--- src/rtl/processing_unit_param.sv ---
// processing_unit_param
// Parametrised RISC datapath: register file, program counter, instruction
// register, operand register Y, NZCV flag register, address register, ALU and
// the Bus_1 / Bus_2 source multiplexers. Every control input comes from an
// external controller.
//
// Ports
//   clk, rst              rising-edge clock, synchronous active-high reset
//   stall                 holds every register when high
//   mem_read_data         memory data, a Bus_2 source
//   RF_W_Addr, RF_We      register-file write port (data = Bus_2)
//   PC_Ld, PC_Inc         PC load (wins) / increment
//   sel_PC_Offset_Update  PC load source: 0 = PC + sext(IR[7:0]) - 1, 1 = Bus_2
//   Sel_Bus_1_MUX         Bus_1 source: R[n], PC, IR immediate, else 0
//   Sign_Ext_Flag         immediate sign- (1) or zero- (0) extension
//   IR_Ld, Reg_Y_Ld,
//   Reg_A_Ld, Flags_Ld    register load enables
//   Sel_Bus_2_MUX         Bus_2 source: ALU, Bus_1, memory, 0
//   instruction, address  IR and Reg_A contents
//   Bus_1                 current Bus_1 value
//   RF_Ry_Zero            Reg_Y == 0
//   alu_zero/neg/carry/ovf registered Z/N/C/V flags
module processing_unit_param #(
  parameter int DATA_WIDTH    = 16,
  parameter int ADDR_WIDTH    = 8,
  parameter int NUM_REGS      = 16,
  parameter int RF_ADDR_WIDTH = $clog2(NUM_REGS),
  parameter int SEL1_WIDTH    = $clog2(NUM_REGS + 2),
  parameter bit R0_ZERO       = 1'b0
) (
  input  logic                     clk,
  input  logic                     rst,
  input  logic                     stall,
  input  logic [DATA_WIDTH-1:0]    mem_read_data,
  input  logic [RF_ADDR_WIDTH-1:0] RF_W_Addr,
  input  logic                     RF_We,
  input  logic                     PC_Ld,
  input  logic                     PC_Inc,
  input  logic                     sel_PC_Offset_Update,
  input  logic [SEL1_WIDTH-1:0]    Sel_Bus_1_MUX,
  input  logic                     Sign_Ext_Flag,
  input  logic                     IR_Ld,
  input  logic                     Reg_Y_Ld,
  input  logic [1:0]               Sel_Bus_2_MUX,
  input  logic                     Reg_A_Ld,
  input  logic                     Flags_Ld,
  output logic [DATA_WIDTH-1:0]    instruction,
  output logic [ADDR_WIDTH-1:0]    address,
  output logic [DATA_WIDTH-1:0]    Bus_1,
  output logic                     RF_Ry_Zero,
  output logic                     alu_zero,
  output logic                     alu_neg,
  output logic                     alu_carry,
  output logic                     alu_ovf
);

  localparam int DW = DATA_WIDTH;
  localparam int AW = ADDR_WIDTH;

  typedef enum logic [3:0] {
    OP_ZERO = 4'd0, OP_ADD = 4'd1, OP_SUB = 4'd2, OP_AND = 4'd3, OP_OR = 4'd4,
    OP_XOR  = 4'd5, OP_NOT = 4'd6, OP_SHL = 4'd7, OP_SHR = 4'd8
  } alu_op_e;

  // State
  logic [DW-1:0] rf_q [NUM_REGS];
  logic [DW-1:0] rf_d [NUM_REGS];
  logic [AW-1:0] pc_q, pc_d;
  logic [DW-1:0] ir_q, ir_d;
  logic [DW-1:0] reg_y_q, reg_y_d;
  logic [AW-1:0] reg_a_q, reg_a_d;
  logic [3:0]    flags_q, flags_d;   // {N, Z, C, V}

  // Datapath nets
  logic [DW-1:0] imm;
  logic [AW-1:0] pc_ofs;
  logic [DW-1:0] bus_1, bus_2;
  logic [3:0]    opcode;
  logic [DW-1:0] alu_out;
  logic [DW:0]   add_wide;
  logic          alu_c, alu_v;

  // Immediate for Bus_1 follows Sign_Ext_Flag; the branch offset is always signed.
  assign imm    = {{(DW-8){Sign_Ext_Flag & ir_q[7]}}, ir_q[7:0]};
  assign pc_ofs = AW'($signed(ir_q[7:0]));
  assign opcode = ir_q[DW-1:DW-4];

  // NOTE: combinational blocks assign every output a default first, so no
  // path leaves a value unassigned and no latch is inferred.
  always_comb begin
    bus_1 = '0;
    if (Sel_Bus_1_MUX < SEL1_WIDTH'(NUM_REGS)) begin
      if (!(R0_ZERO && Sel_Bus_1_MUX == '0)) begin
        bus_1 = rf_q[Sel_Bus_1_MUX[RF_ADDR_WIDTH-1:0]];
      end
    end else if (Sel_Bus_1_MUX == SEL1_WIDTH'(NUM_REGS)) begin
      bus_1 = DW'(pc_q);
    end else if (Sel_Bus_1_MUX == SEL1_WIDTH'(NUM_REGS + 1)) begin
      bus_1 = imm;
    end
  end

  // ALU: A = Reg_Y, B = Bus_1.
  always_comb begin
    alu_out  = '0;
    alu_c    = 1'b0;
    alu_v    = 1'b0;
    add_wide = '0;
    case (opcode)
      OP_ZERO: alu_out = '0;
      OP_ADD: begin
        add_wide = {1'b0, reg_y_q} + {1'b0, bus_1};
        alu_out  = add_wide[DW-1:0];
        alu_c    = add_wide[DW];
        // Overflow: like-signed operands producing a result of the other sign.
        alu_v    = (reg_y_q[DW-1] == bus_1[DW-1]) && (alu_out[DW-1] != reg_y_q[DW-1]);
      end
      OP_SUB: begin
        alu_out = reg_y_q - bus_1;
        alu_c   = reg_y_q < bus_1;   // borrow
        alu_v   = (reg_y_q[DW-1] != bus_1[DW-1]) && (alu_out[DW-1] != reg_y_q[DW-1]);
      end
      OP_AND: alu_out = reg_y_q & bus_1;
      OP_OR:  alu_out = reg_y_q | bus_1;
      OP_XOR: alu_out = reg_y_q ^ bus_1;
      OP_NOT: alu_out = ~bus_1;
      OP_SHL: begin
        alu_out = {reg_y_q[DW-2:0], 1'b0};
        alu_c   = reg_y_q[DW-1];
      end
      OP_SHR: begin
        alu_out = {1'b0, reg_y_q[DW-1:1]};
        alu_c   = reg_y_q[0];
      end
      default: alu_out = bus_1;
    endcase
  end

  always_comb begin
    case (Sel_Bus_2_MUX)
      2'd0:    bus_2 = alu_out;
      2'd1:    bus_2 = bus_1;
      2'd2:    bus_2 = mem_read_data;
      default: bus_2 = '0;
    endcase
  end

  // Next state: hold by default; stall blocks every update.
  always_comb begin
    rf_d    = rf_q;
    pc_d    = pc_q;
    ir_d    = ir_q;
    reg_y_d = reg_y_q;
    reg_a_d = reg_a_q;
    flags_d = flags_q;
    if (!stall) begin
      if (RF_We && !(R0_ZERO && RF_W_Addr == '0)) rf_d[RF_W_Addr] = bus_2;
      if (PC_Ld) begin
        pc_d = sel_PC_Offset_Update ? bus_2[AW-1:0] : pc_q + pc_ofs - AW'(1);
      end else if (PC_Inc) begin
        pc_d = pc_q + AW'(1);
      end
      if (IR_Ld)    ir_d    = bus_2;
      if (Reg_Y_Ld) reg_y_d = bus_2;
      if (Reg_A_Ld) reg_a_d = bus_2[AW-1:0];
      if (Flags_Ld) flags_d = {alu_out[DW-1], alu_out == '0, alu_c, alu_v};
    end
  end

  // NOTE: state is updated with non-blocking assignments only, so every flop
  // samples pre-edge values and a same-edge RF write is unseen on Bus_1 until
  // the next cycle.
  always_ff @(posedge clk) begin
    if (rst) begin
      // NOTE: the register file is built from flops and must read 0 after
      // reset, so it is cleared here along with the other registers.
      for (int i = 0; i < NUM_REGS; i++) rf_q[i] <= '0;
      pc_q    <= '0;
      ir_q    <= '0;
      reg_y_q <= '0;
      reg_a_q <= '0;
      flags_q <= '0;
    end else begin
      rf_q    <= rf_d;
      pc_q    <= pc_d;
      ir_q    <= ir_d;
      reg_y_q <= reg_y_d;
      reg_a_q <= reg_a_d;
      flags_q <= flags_d;
    end
  end

  assign instruction = ir_q;
  assign address     = reg_a_q;
  assign Bus_1       = bus_1;
  assign RF_Ry_Zero  = (reg_y_q == '0);
  assign alu_neg     = flags_q[3];
  assign alu_zero    = flags_q[2];
  assign alu_carry   = flags_q[1];
  assign alu_ovf     = flags_q[0];

endmodule
--- config.mk ---
export PLATFORM = sky130hd
export DESIGN_NAME = processing_unit_param
export DESIGN_NICKNAME = d
export VERILOG_FILES = /design/src/rtl/processing_unit_param.sv
export SDC_FILE = /design/constraint.sdc
export NUM_CORES = 1
export LEC_CHECK = 0
export BUFFER_PORTS_ARGS = -buffer_cell sky130_fd_sc_hd__buf_2
export CORE_AREA = 3 3 182 184
export CTS_CLUSTER_DIAMETER = 120
export DETAILED_ROUTE_END_ITERATION = 6
export DIE_AREA = 0 0 185 187
export GPL_ROUTABILITY_DRIVEN = 0
export PLACE_DENSITY = 0.69
export SLEW_MARGIN = 20
export SYNTH_ARGS = -nofsm -noshare
export SYNTH_HDL_FRONTEND = slang
export SYNTH_SLANG_ARGS = --single-unit
export TNS_END_PERCENT = 1
--- constraint.sdc ---
create_clock -name clk -period 6.1 [get_ports clk]
set_input_delay 0.305 -clock clk [delete_from_list [all_inputs] [get_ports clk]]
set_output_delay 0.305 -clock clk [all_outputs]
set_load 0.005 [all_outputs]
==> flow_metrics.env <==
export IMPL_nets=2061
export IMPL_fin_skew_ns=0.01597
export IMPL_synthArstFlopShare_pct=0
export IMPL_ios=84
export IMPL_io_buffer_count=83
export IMPL_dpl_cell_area_um2=17970
export IMPL_status="finished, violations left"
export IMPL_power_density_nw_per_um2=264.8
export IMPL_path_cells="buf_2, or4b_1, or2_2, o21ai_0, inv_1, ha_1, or3_1, o2111ai_1, a31o_2, a2111oi_0, nor2_1, or3_1, a32oi_1, a221oi_2, buf_4, a211oi_1"
export IMPL_htreeDepth=2
export IMPL_grt_setup_unrepaired="false"
export IMPL_hold_path_startpoint="sel_PC_Offset_Update"
export IMPL_switching_share_pct=29.48
export IMPL_placedCellCount=2313
export IMPL_first_iter_violations=1922
export IMPL_synth_warnings=0
export IMPL_grt_usage_pct=33.17
export IMPL_finalSetupViolCount=0
export IMPL_ys_ff_latch=308
export IMPL_grt_max_degree=100
export IMPL_drc_errors=2
export IMPL_area_delta_synth_final_pct=10.66
export IMPL_finish_instance_area_um2=19100
export IMPL_whs_ns=0.1824
export IMPL_instances_no_fill=2373
export IMPL_fmax_mhz=186.7
export IMPL_synthFlopType="dfxtp_1"
export IMPL_violations="DRC"
export IMPL_grt_overflow_total=0
export IMPL_wire_per_inst_um=24.94
export IMPL_critPathKind="in2reg"
export IMPL_critical_path_max_fanout=22
export IMPL_synth_top_family_by_area="compound AO/OA/AOI/OAI gates"
export IMPL_synthTopCellsByArea="dfxtp_1 (36%), a211oi_1 (9.5%), mux4_2 (8.4%)"
export IMPL_nFillCells=2753
export IMPL_grt_pass1_vias=14950
export IMPL_tns_ns=0
export IMPL_coreArea_um2=31560
export IMPL_irDropWorstVdd_v=0.0002290
export IMPL_yosysMostFrequentCell="nor2_1"
export IMPL_internal_power_mw=3.566
export IMPL_cts_sinks=308
export IMPL_yosys_area_share_simple_pct=13.82
export IMPL_worst_pin_slew_ns=1.067
export IMPL_routed_via_density=6.736
export IMPL_timing_final_crit_share_pct=87.80
export IMPL_detailed_place_hpwl_mm=38.95
export IMPL_crit_top_cell="or3_1"
export IMPL_cts_buffers=34
export IMPL_crit_path_start_kind="primary input"
export IMPL_required_ns=6.55
export IMPL_grt_pass1_wl_mm=89.73
export IMPL_power_frac_comb_pct=17.3
export IMPL_hold_viol=0
export IMPL_ant_nets=0
export IMPL_clk_pin_slew_ns=0.06
export IMPL_rows=65
export IMPL_synth_cells=1952
export IMPL_synth_top_cell_area_share_pct=35.72
export IMPL_n_antenna_cell=0
export IMPL_root_buffer="clkbuf_16"
export IMPL_hold_buffers=0
export IMPL_slowest_stage="or4b_1"
export IMPL_hp_class="in2reg"
export IMPL_synth_compound_area_share_pct=25.05
export IMPL_clock_latency_ns=0.54
export IMPL_p_seq_share_pct=41.6
export IMPL_leakage_nw=6.954
export IMPL_via_count=15984
export IMPL_crit_arrival_ns=5.80
export IMPL_die_area_um2=34600
export IMPL_slew_headroom_pct=28.71
export IMPL_antenna_found_initial=0
export IMPL_die_h_um=187
export IMPL_min_period_ns=5.356
export IMPL_startpoint="Sel_Bus_1_MUX[3]"
export IMPL_pre_cts_slack_ns=0.4823
export IMPL_power_total_mw=5.057
export IMPL_synthMuxAreaShare_pct=12.43
export IMPL_die_w_um=185
export IMPL_clockPowerShare_pct=41.0
export IMPL_switchingPower_mw=1.491
export IMPL_post_cts_setup_buffer_count=0
export IMPL_synth_top_area_cell="dfxtp_1"
export IMPL_synthXorXnorAreaFrac_pct=0.9133
export IMPL_cts_tree="done"
export IMPL_end_kind="register"
export IMPL_synth_avg_cell_area_um2=8.843
export IMPL_synthAdderAreaFrac_pct=5.494
export IMPL_clockBufferDepth=3
export IMPL_r2r_start="rf_q[35]"
export IMPL_max_cap_viol_count=0
export IMPL_wl_mm=59.19
export IMPL_critPathMaxStageDelay_ns=0.87
export IMPL_setup_slack_ns=0.7442
export IMPL_synthDistinctLibCells=84
export IMPL_drv_slew=0
export IMPL_fin_util_pct=60.53
export IMPL_post_cts_resized_instances=0
export IMPL_firstDrtPassIters=7
export IMPL_synth_edf_count=0
export IMPL_drive_gt1_share_pct=17.25
export IMPL_initial_core_util_pct=54.70
export IMPL_synth_top_cells_by_count="nor2_1 (322), dfxtp_1 (308), a211oi_1 (219), clkbuf_1 (136), o21ai_0 (117)"
export IMPL_synth_nets=2065
export IMPL_syn_area_um2=17260
export IMPL_ys_seq_area_share_pct=35.72
[layout by cell type (no fill, tap or decap), types with 7 or more instances in the layout]
master and n:
nor2_1 310, dfxtp_1 308, a211oi_1 219, o21ai_0 116, a21oi_1 102, buf_2 80
inv_1 78, ha_1 71, buf_4 65, mux4_2 64, nand2_1 55, mux2i_1 46
clkbuf_16 34, nor3_1 22, a311oi_1 21, nor2b_1 20, mux2_2 17, xnor2_1 16
nand3_1 15, or3_1 14, nand2b_1 14, a21oi_2 14, a31oi_1 13, nor2_2 12
a22oi_1 11, a21o_1 10, o31ai_1 9, o211ai_1 9, nor3b_1 8, nand4_1 8
o22ai_1 8, clkbuf_1 8, a221oi_1 7, o32a_1 7, o221ai_1 7, o21bai_1 7
[power by group through the flow]
| stage | sequential, mW | combinational, mW | clock [mW] |
|---|---|---|---|
| floorplan | 2.13 | 0.580 | 0 |
| global placement | 2.14 | 0.821 | 0 |
| detailed placement | 2.15 | 0.833 | 0 |
| CTS | 2.10 | 0.838 | 2.09 |
| global route | 2.11 | 0.928 | 2.17 |
| finish | 2.10 | 0.877 | 2.08 |
[area by class of cell]
class                           instances  area [um2]  area share, %
Clock inverter                         11       156.4         0.8188
Clock buffer                           48       963.4          5.044
Multi-Input combinational cell       1374       10080          52.75
Sequential cell                       308        6166          32.28
Inverter                               82       309.0          1.618
Tap cell                              402       503.0          2.633
Timing Repair Buffer                  148       927.1          4.854
[logic make-up (layout without fill, tap and decap cells)]
group                      count (synthesis)  in the layout
xor gates and xnor gates                  18             18
AOI/OAI and AO/OA                        624            624
buffers and inverters                    270            289
DFF                                      308            308
muxes                                    129            129
and+or+nand+nor                          529            529
adders and majority gates                 74             74
[path summary, 6_finish.rpt]
check | slack [ns] | endpoint | cells after the start
min | 0.18 | pc_q[7] | 3
min reg2reg | 0.47 | flags_q[0] | 2
max | 0.74 | rf_q[158] | 16
max reg2reg | 0.86 | rf_q[158] | 17
[worst max-delay path, delay by kind of cell]
family / cells / cell delay [ns]
buffers and inverters: 3 / 0.87
and+or+nand+nor: 5 / 1.94
adders and majority gates: 1 / 0.64
AOI/OAI and AO/OA: 7 / 2.01
[flip-flops by register name, indices dropped and copies added (netlist names)]
register,flops
address,8
flags_q,4
instruction,16
pc_q,8
reg_y_q,16
rf_q,256
[routing by layer]
layer / part of all wire, % / routed length (um) / vias to the layer above / track usage (%)
met3: 11 / 6365 / 288 / 8.499
met1: 40 / 23720 / 7554 / 44.89
met5: 0 / 0 / - / 0
li1: - / - / 7173 / -
met2: 43 / 25390 / 969 / 49.29
met4: 6.3 / 3708 / 0 / 16.28
Note: power is estimated with default switching activity, not from simulation.
